## src/rtl/strobe_arbiter_pkg.sv

```systemverilog
`default_nettype none
// ============================================================================
// strobe_arbiter_pkg : shared constants and helpers for strobe_arbiter
// Rev 1.0
// ============================================================================
package strobe_arbiter_pkg;

  localparam int DEF_NUM_CH = 4;
  localparam int DEF_CNT_W  = 8;
  localparam int MAX_CH     = 64;
  localparam int MAX_CH_W   = 6;

  function automatic int ch_width(input int n);
    return (n > 2) ? $clog2(n) : 1;
  endfunction

  // First set bit of req searched upward from ptr, wrapping at nch.
  function automatic logic rr_select(input logic [MAX_CH-1:0] req, input int nch,
                                     input int ptr, output int idx);
    logic found;
    int   c;
    found = 1'b0;
    idx   = 0;
    for (int k = 0; k < MAX_CH; k++) begin
      c = ptr + k;
      if (c >= nch) c = c - nch;
      if (!found && (k < nch) && req[c[MAX_CH_W-1:0]]) begin
        found = 1'b1;
        idx   = c;
      end
    end
    return found;
  endfunction

endpackage
`default_nettype wire

```

## src/rtl/strobe_arbiter_edge.sv

```systemverilog
`default_nettype none
// ============================================================================
// edge_strober : one-cycle strobe on a rising edge of a synchronous level
// Rev 1.0
// ============================================================================
module edge_strober (
  input  logic clk,
  input  logic resetn,
  input  logic sig_i,
  output logic strobe_o
);

  logic prev_q;
  logic strobe_q;

  // prev_q resets low so a level already high at reset release yields a strobe.
  always_ff @(posedge clk or negedge resetn) begin
    if (!resetn) begin
      prev_q   <= 1'b0;
      strobe_q <= 1'b0;
    end else begin
      prev_q   <= sig_i;
      strobe_q <= sig_i & ~prev_q;
    end
  end

  assign strobe_o = strobe_q;

endmodule
`default_nettype wire

```

## src/rtl/strobe_arbiter.sv

```systemverilog
`default_nettype none
// ============================================================================
// strobe_arbiter : per-channel edge events served round-robin through a
//                  valid/ready output register, with a saturating drop count
// Rev 1.0
// ============================================================================
module strobe_arbiter
  import strobe_arbiter_pkg::*;
#(
  parameter  int NUM_CH = DEF_NUM_CH,
  parameter  int CNT_W  = DEF_CNT_W,
  localparam int CH_W   = ch_width(NUM_CH)
) (
  input  logic              clk,
  input  logic              resetn,
  input  logic [NUM_CH-1:0] signal,
  output logic              event_valid,
  input  logic              event_ready,
  output logic [CH_W-1:0]   event_ch,
  output logic [NUM_CH-1:0] pending,
  output logic [CNT_W-1:0]  drop_count,
  input  logic              drop_clr
);

  logic [NUM_CH-1:0] strobe, req, grant_oh, drop_vec;
  logic [NUM_CH-1:0] pending_q, pending_d;
  logic              valid_q, valid_d, load, found;
  logic [CH_W-1:0]   ch_q, ch_d, rr_ptr_q, rr_ptr_d;
  logic [CNT_W-1:0]  drop_q, drop_d;
  int                grant_idx;

  generate
    for (genvar gi = 0; gi < NUM_CH; gi++) begin : g_strobe
      edge_strober u_edge (
        .clk      (clk),
        .resetn   (resetn),
        .sig_i    (signal[gi]),
        .strobe_o (strobe[gi])
      );
    end
  endgenerate

  assign req  = pending_q | strobe;
  assign load = ~valid_q | event_ready;

  always_comb begin
    grant_idx = 0;
    found     = rr_select(MAX_CH'(req), NUM_CH, int'(rr_ptr_q), grant_idx);
    grant_oh  = '0;
    valid_d   = valid_q;
    ch_d      = ch_q;
    rr_ptr_d  = rr_ptr_q;
    if (load) begin
      valid_d = found;
      if (found) begin
        for (int i = 0; i < NUM_CH; i++) grant_oh[i] = (grant_idx == i);
        ch_d     = CH_W'(grant_idx);
        rr_ptr_d = (grant_idx == NUM_CH - 1) ? '0 : CH_W'(grant_idx + 1);
      end
    end

    // A granted channel with a fresh strobe keeps pending: the new edge replaces the served one.
    drop_vec  = strobe & pending_q & ~grant_oh;
    pending_d = (pending_q | strobe) & ~(grant_oh & ~(strobe & pending_q));

    drop_d = drop_q;
    for (int i = 0; i < NUM_CH; i++) begin
      if (drop_vec[i] && (drop_d != '1)) drop_d = drop_d + CNT_W'(1);
    end
    if (drop_clr) drop_d = '0;
  end

  always_ff @(posedge clk or negedge resetn) begin
    if (!resetn) begin
      valid_q   <= 1'b0;
      ch_q      <= '0;
      rr_ptr_q  <= '0;
      pending_q <= '0;
      drop_q    <= '0;
    end else begin
      valid_q   <= valid_d;
      ch_q      <= ch_d;
      rr_ptr_q  <= rr_ptr_d;
      pending_q <= pending_d;
      drop_q    <= drop_d;
    end
  end

  assign event_valid = valid_q;
  assign event_ch    = ch_q;
  assign pending     = pending_q;
  assign drop_count  = drop_q;

endmodule
`default_nettype wire

```

## config.mk

```make
export PLATFORM = sky130hd
export DESIGN_NAME = strobe_arbiter
export DESIGN_NICKNAME = d
export VERILOG_FILES = /design/src/rtl/strobe_arbiter_pkg.sv /design/src/rtl/strobe_arbiter_edge.sv /design/src/rtl/strobe_arbiter.sv
export SDC_FILE = /design/constraint.sdc
export NUM_CORES = 1
export LEC_CHECK = 0
export ABC_CLOCK_PERIOD_IN_PS = 18500
export BUFFER_PORTS_ARGS = -buffer_cell sky130_fd_sc_hd__buf_2
export CORE_MARGIN = 5
export CORE_UTILIZATION = 60
export CTS_BUF_LIST = sky130_fd_sc_hd__clkbuf_8 sky130_fd_sc_hd__clkbuf_16
export CTS_CLUSTER_DIAMETER = 60
export DETAILED_ROUTE_END_ITERATION = 10
export GPL_TIMING_DRIVEN = 0
export PLACE_DENSITY = 0.77
export SKIP_LAST_GASP = 1
export SLEW_MARGIN = 20
export SYNTH_ARGS = -nofsm -noshare
export SYNTH_HDL_FRONTEND = slang
export SYNTH_SLANG_ARGS = --single-unit
export TNS_END_PERCENT = 1
```

## constraint.sdc

```tcl
create_clock -name clk -period 18.5 [get_ports clk]
set_input_delay 1.85 -clock clk [delete_from_list [all_inputs] [get_ports clk]]
set_output_delay 1.85 -clock clk [all_outputs]
set_load 0.02 [all_outputs]
```

After elaboration in Yosys (flattened, before gate mapping)

Index checks and enable logic that the tools add are counted.
Widths: inputs -> output; s select.

Bits in registers: 25
Output and inout bits: 15
Logic and storage cells: 98

Add/subtract/negate cells: 12
$lt $le $gt $ge: 8
Equality and inequality tests: 7
Multiplexer cells: 28
Bitwise gates (word level): 18
Reductions and logical operators: 12

Operators with widths:

| cell                | number |
|---|---|
| $mux 32             | 8 |
| $eq 32x3->1 const B | 2 |
| $mux 8              | 5 |
| $add 8x1->8 const B | 4 |
| $eq 32x2->1 const B | 1 |
| $logic_not 32->1    | 1 |
| $ne 8x8->1 const B  | 4 |
| $lt 6x7->1 const B  | 4 |
| $bmux 1 s6          | 4 |
| $and 4x4->4         | 4 |
| $not 4->4           | 3 |
| $sub 3x3->4 const B | 3 |
| $ge 3x3->1 const B  | 3 |
| $mux 1              | 8 |
| $mux 4              | 2 |
| $logic_and 1x1->1   | 7 |
| $add 2x2->3 const B | 2 |
| $not 1->1           | 5 |
| $and 1x1->1         | 4 |
| $or 4x4->4          | 1 |
| $sub 2x3->4 const B | 1 |
| $add 2x1->3 const B | 1 |
| $ge 2x3->1 const B  | 1 |
| $logic_not 1->1     | 3 |
| 4 further kinds     | 4 |

Logic depth before layout (Yosys ltp)

Gate-level depths: netlist (run 1).

Depth after elaboration: 31
Gate-level depth with buffers: 38
Gate-level depth less buffers: 34

By module

Synthesis (run 1) repeated with hierarchy kept, for this count alone.

Cells, all modules: 334
Area total of the unflattened synthesis: 2813.9 um^2

By module, submodules not included:

| module         | times used | cells each | area each (um^2) | sequential area each (um^2) |
|---|---|---|---|---|
| strobe_arbiter | 1          | 322        | 2558.7           | 425.4 |
| edge_strober   | 4          | 3          | 63.8             | 50.0 |

Least setup slack after synthesis (run 1)

OpenSTA, ideal clock, no wires.

Kind: register to register
Start: register rr_ptr_q[0]
End: register drop_q[6], in the netlist drop_count[6]
Library setup time: 0.094 ns
Arrival: 7.098 ns
Slack: 11.308 ns
Cell stages (with the launch flop): 36
Buffers on the path: 4
Clock period less this slack: 7.192 ns
Cells stage by stage: dfrtp_1 -> buf_6 -> inv_1 -> ha_1 -> buf_6 -> mux4_2 -> o21ai_0 -> a22oi_1 -> o21ai_0 -> inv_1 -> ha_1 -> and2_2 -> clkbuf_4 -> a21oi_1 -> xnor2_1 -> inv_1 -> ha_1 -> nand3_1 -> a31oi_1 -> a2bb2o_4 -> buf_6 -> o31ai_4 -> nor2_1 -> a31oi_1 -> ha_1 -> inv_1 -> a211o_1 -> o21ai_0 -> xor2_1 -> inv_1 -> ha_1 -> o21a_1 -> o21ai_1 -> or2_2 -> o31a_2 -> a211oi_1

RTL lines:

| what                   | RTL line             | RTL |
|---|---|---|
| start, declared        | strobe_arbiter.sv:28 | `logic [CH_W-1:0] ch_q, ch_d, rr_ptr_q, rr_ptr_d;` |
| start signal, assigned | strobe_arbiter.sv:83 | `rr_ptr_q <= rr_ptr_d;` |
| end signal, assigned   | strobe_arbiter.sv:85 | `drop_q <= drop_d;` |
| end, declared          | strobe_arbiter.sv:29 | `logic [CNT_W-1:0] drop_q, drop_d;` |

==> results.toml, run 1 <==
[die]
fp.coreArea_um2 = 4690
initial_core_util = 0.613
dieArea_um2 = 6280
die-height_um = 79.2
std_cell_rows = 25
die_w_um = 79.2
ioPinCount = 23

[critical_path]
slowest_delay_ps = 500
cp.arrival_ps = 8740
critPathSlowestCell = "dfrtp_1"
path_buf_inv = 9
worstSetupPathType = "flop to flop"
cp_max_fo = 10
cp-end-kind = "flop"
cp.required_ps = 18690
crit_family = "compound AO/OA/AOI/OAI gates"
worst_setup_path_start_kind = "flop"

[clock_tree]
cts_setup_buffers = 0
clkLatencyLatePin_ps = 270
clock-sinks = 25
numCtsBuffers = 3
cts_tree = "yes"
h-tree-depth = 1
cts_root_buf = "clkbuf_8"
hold_buffers = 0
ctsResizeCount = 0
clockBufferDepth = 2
clk_pin_slew_worst_paths_ps = 90

[final_layout]
area_growth_pct = 7.92
post-route-util = 0.662
nNetsFinal = 382
layout-drive-gt1-share = 0.232
fin_cells = 416
diodes = 0

[route]
dr_wl_met3_um = 273
drt_wl_total_um = 7180
firstDrtPassIters = 4
wl_met1_um = 3570
wl_met2_um = 3290
antenna_left = 0
viasPerCell = 6.63
drtIter0Drc = 209
routedWlPerCell_um = 17.2
drc = 0
top_layer_used = "met4"
vias = 2757

[grt]
grt_antenna_before_repair = 0
grt_overflow = 0
grt_use_total = 0.239
grt_start_max_net_pins = 26
grt_pass1_wl_um = 12300
grt_pass1_vias = 2597

[timing]
finClkSkew_ps = 3.26
setup_viol = 0
final_max_slew_viol_count = 0
max_freq_mhz = 117
fin_crit_ps = 8550
maxSlewHeadroom = 0.492
setup_tns_ps = 0
final_hold_viol_count = 0
tightest_slew_ps = 756
min_period_over_period = 0.462
rsz0062_at_grt = "no"

[synth]
yosysTopAreaCell = "dfrtp_1"
synthFlopType = "dfrtp_1"
synth_edf_count = 0
ys_types = 92
syn_nets = 355
ys_seq_elements = 25
synth_commonest_cells = "31 x nand2_1, 29 x nor2_1, 25 x dfrtp_1"
netlist_instances = 336
ys_async_sr_fraction = 1.00
ys_seq_area_frac = 0.217
synth.area.top_cells = "dfrtp_1 22%, ha_1 4.8%, nand2_1 4.0%"
syn-cell-area_um2 = 2880
avgSynthCellArea_um2 = 8.56
synth_top_area_frac = 0.217
yosysMostFrequentCell = "nand2_1"
synth_warnings = 0

[run]
maxCapViolCount = 0

[place]
dp.cells = 412
place_hpwl_um = 5670
numPortBuffers = 22
gp_congestion = 0.970

[pwr]
p_total_uw = 368
power.switching_uw = 190
p_int_uw = 179
vdd_drop_max_mv = 0.0871
power_frac_clock = 0.093
sw_frac_of_total = 0.514
power_density_nw_per_um2 = 119
seqPwrFrac = 0.230
p_leak_uw = 0.00120
power_frac_comb = 0.677

[worst_hold_path]
hold_path.class = "flop to flop"

[run_status]
status = "finished clean"
-- cell families (layout without fill, tap and decap cells) --
kind of cell	after synthesis	after routing	synth area share
simple gates	150	150	0.293
compound gates	103	103	0.302
buf+inv	22	48	0.0383
xor+xnor	12	12	0.0465
flops	25	25	0.217
fa+ha+maj	14	14	0.0583
mux	10	10	0.0444
-- worst paths after layout --
path                                           start                          end  slack (ps)  depth (start not counted)
max reg2reg                              rr_ptr_q[0]                drop_count[6]        9950                         35
max                                      rr_ptr_q[0]                drop_count[6]        9950                         35
min in group asynchronous                     resetn  g_strobe[2].u_edge.strobe_o        1560                          1
max in group asynchronous                     resetn                drop_count[5]       16580                          1
min reg2reg                g_strobe[2].u_edge.prev_q  g_strobe[2].u_edge.strobe_o         400                          1
min                        g_strobe[2].u_edge.prev_q  g_strobe[2].u_edge.strobe_o         400                          1
-- cell type report --
| cell class | count | area, µm² |
|---|---|---|
| multi-input combinational | 289 | 2140 |
| fill | 407 | 1590 |
| buffer | 9 | 61.3 |
| inverter | 13 | 48.8 |
| tap | 54 | 67.6 |
| clock buffer | 3 | 41.3 |
| sequential | 25 | 626 |
| timing repair buffer | 22 | 110 |
| clock inverter | 1 | 8.76 |
-- cell usage in the layout (no fill, tap or decap), drive strengths merged, types with 5 or more instances in the layout --
cell | netlist | routed
a211oi | 10 | 10
a21oi | 12 | 12
a31oi | 8 | 8
and3 | 7 | 7
buf | 5 | 27
clkbuf | 4 | 7
dfrtp | 25 | 25
ha | 11 | 11
inv | 13 | 14
mux2i | 6 | 6
nand2 | 31 | 31
nand3 | 16 | 16
nand4 | 5 | 5
nor2 | 29 | 29
nor3 | 14 | 14
nor3b | 5 | 5
nor4 | 7 | 7
o211ai | 5 | 5
o21ai | 19 | 19
or2 | 10 | 10
or3 | 5 | 5
xnor2 | 9 | 9
-- state kept, by name, indices dropped and copies added (netlist names) --
register,cells
g_strobe.u_edge.prev_q,4
pending,4
rr_ptr_q,2
event_ch,2
drop_count,8
g_strobe.u_edge.strobe_o,4
event_valid,1
-- metal layers --
metal	vias up	GRT usage
met5	-	0
met4	0	0.0344
met3	8	0.0181
met2	72	0.398
met1	1324	0.347
li1	1353	-
-- power groups by stage --
stage | Combinational, µW | Clock (µW) | Sequential (µW)
2_1_floorplan | 184 | 0 | 90.3
3_3_place_gp | 239 | 0 | 84.5
3_5_place_dp | 245 | 0 | 84.8
4_1_cts | 247 | 34.6 | 83.8
5_1_grt | 273 | 37.2 | 86.1
6_report | 249 | 34.2 | 84.8
-- stage by stage --
stage                     hold slack, ps  setup WS, ps  cell area (µm²)
after floorplan                      378         11310             2880
after global placement               382         10220             3050
after detailed placement             388         10100             3050
after CTS                            402         10030             3100
after global routing                 415          9180             3100
final                                400          9950             3100
No activity file was read; power rests on OpenSTA's default activity.
==> run 2: changes to the inputs <==
Settings changed: ABC_CLOCK_PERIOD_IN_PS 18500 to 7200, CORE_UTILIZATION 60 to 55, PLACE_DENSITY 0.77 to 0.74.
Clock period 18.5 ns to 7.2 ns, I/O delays scaled along.
==> run 2 against run 1 <==
Critical path type unchanged; core utilization up 1.1 points; flip-flop and latch count stayed put; first-iteration DRC count increased by 51%; worst hold slack worse by 5.9 ps; highest routed layer unchanged.
==> results.toml, run 2 (synthesis results as in run 1) <==
[place]
dp.cells = 428
place_hpwl_um = 5720
numPortBuffers = 22
gp_congestion = 0.899

[grt]
grt_pass1_vias = 2660
grt_overflow = 0
grt_use_total = 0.243
grt_pass1_wl_um = 12900
grt_start_max_net_pins = 26
grt_antenna_before_repair = 0

[timing]
min_period_over_period = 0.965
setup_viol = 0
final_hold_viol_count = 0
fin_crit_ps = 6950
tightest_slew_ps = 755
finClkSkew_ps = 5.59
maxSlewHeadroom = 0.493
max_freq_mhz = 144
final_max_slew_viol_count = 0

[final_layout]
n_fill_cell = 411
post-route-util = 0.672
area_growth_pct = 19.4
layout-drive-gt1-share = 0.332
fin_cells = 447
largest_reg_flops = 8
nNetsFinal = 397
diodes = 0
layout_common_cells = "29 x nor2_1, 29 x nand2_1, 24 x dfrtp_1"

[clock_tree]
clkLatencyLatePin_ps = 290
clock-sinks = 25
numCtsBuffers = 3
h-tree-depth = 1
hold_buffers = 0
clk_pin_slew_worst_paths_ps = 100
clockBufferDepth = 2
cts_tree = "yes"
cts_root_buf = "clkbuf_8"

[critical_path]
slowest_delay_ps = 640
worstSetupPathType = "flop to flop"
cp-end-kind = "flop"
cp_max_fo = 10
cp.required_ps = 7380
cpMostUsedCell = "buf_6"
critPathSlowestCell = "or4b_2"
worst_setup_path_start_kind = "flop"
cp.arrival_ps = 7120

[die]
ioPinCount = 23
std_cell_rows = 26
fp.coreArea_um2 = 5110
die-height_um = 82.3
initial_core_util = 0.563
die_w_um = 82.3
dieArea_um2 = 6780

[route]
drc = 0
routedWlPerCell_um = 17.9
antenna_left = 0
vias = 2906
viasPerCell = 6.50
drtIter0Drc = 315
firstDrtPassIters = 5
drt_wl_total_um = 8020

[worst_hold_path]
hold_path.class = "flop to flop"

[run_status]
status = "finished clean"

[pwr]
p_leak_uw = 0.00130
power_density_nw_per_um2 = 320
vdd_drop_max_mv = 0.260

[run]
maxCapViolCount = 0
-- run 2: final timing paths --
kind	startpoint	end	slack [ps]	cells past startpoint
min in group asynchronous	resetn	g_strobe[2].u_edge.prev_q	410	1
max in group asynchronous	resetn	rr_ptr_q[0]	6380	1
hold reg to reg	g_strobe[0].u_edge.prev_q	g_strobe[0].u_edge.strobe_o	390	1
setup / recovery	rr_ptr_q[0]	drop_count[7]	250	32
setup reg to reg	rr_ptr_q[0]	drop_count[7]	250	32
hold / removal	g_strobe[0].u_edge.prev_q	g_strobe[0].u_edge.strobe_o	390	1
-- run 2: critical path, delay by kind of cell (launching register included) --
kind	cells	cell delay (ps)
flops	1	380
xor+xnor	2	410
mux	2	580
buf+inv	7	920
fa+ha+maj	4	930
simple gates	6	1470
compound gates	11	2130
-- run 2: per-stage QoR --
| step | hold WS [ps] | worst slack, ps | TNS, ps | total power [µW] | area (µm²) |
|---|---|---|---|---|---|
| finish | 394 | 255 | 0 | 1100 | 3430 |
| floorplan | 378 | 8.39 | 0 | 705 | 2880 |
| CTS | 396 | 30.8 | 0 | 1010 | 3270 |
| global placement | 382 | -1170 | -8030 | 831 | 3070 |
| detailed placement | 390 | -1260 | -8790 | 848 | 3070 |
| global route | 417 | -56.7 | -149 | 1170 | 3430 |
-- run 2: repair_timing --
action	CTS	global route
setup buffers	4	11
gates cloned	0	0
endpoints found under the setup margin	8	8
resized for setup	23	17
pin swaps	4	8
-- run 2: routing by layer --
layer | track usage | wire length [µm] | up-vias
met5 | 0 | 0 | -
met1 | 0.351 | 3650 | 1368
li1 | - | - | 1382
met4 | 0.0598 | 87 | 0
met2 | 0.386 | 3680 | 141
met3 | 0.0249 | 603 | 15
-- run 2: power by group --
part	total (µW)	switching, µW	internal [µW]	leakage (µW)
combinational	789	466	323	0.000963
sequential	216	45.6	171	0.000308
clock	93.3	52.5	40.8	0.0000261
-- run 2: area by class of cell --
class | count | area (µm²) | share of cell area
Buffer | 9 | 67.6 | 0.0197
Clock buffer | 3 | 41.3 | 0.0120
Clock inverter | 1 | 8.76 | 0.00255
Inverter | 13 | 48.8 | 0.0142
Multi-Input combinational cell | 289 | 2330 | 0.679
Sequential cell | 25 | 627 | 0.183
Tap cell | 70 | 87.6 | 0.0255
Timing Repair Buffer | 37 | 223 | 0.0648
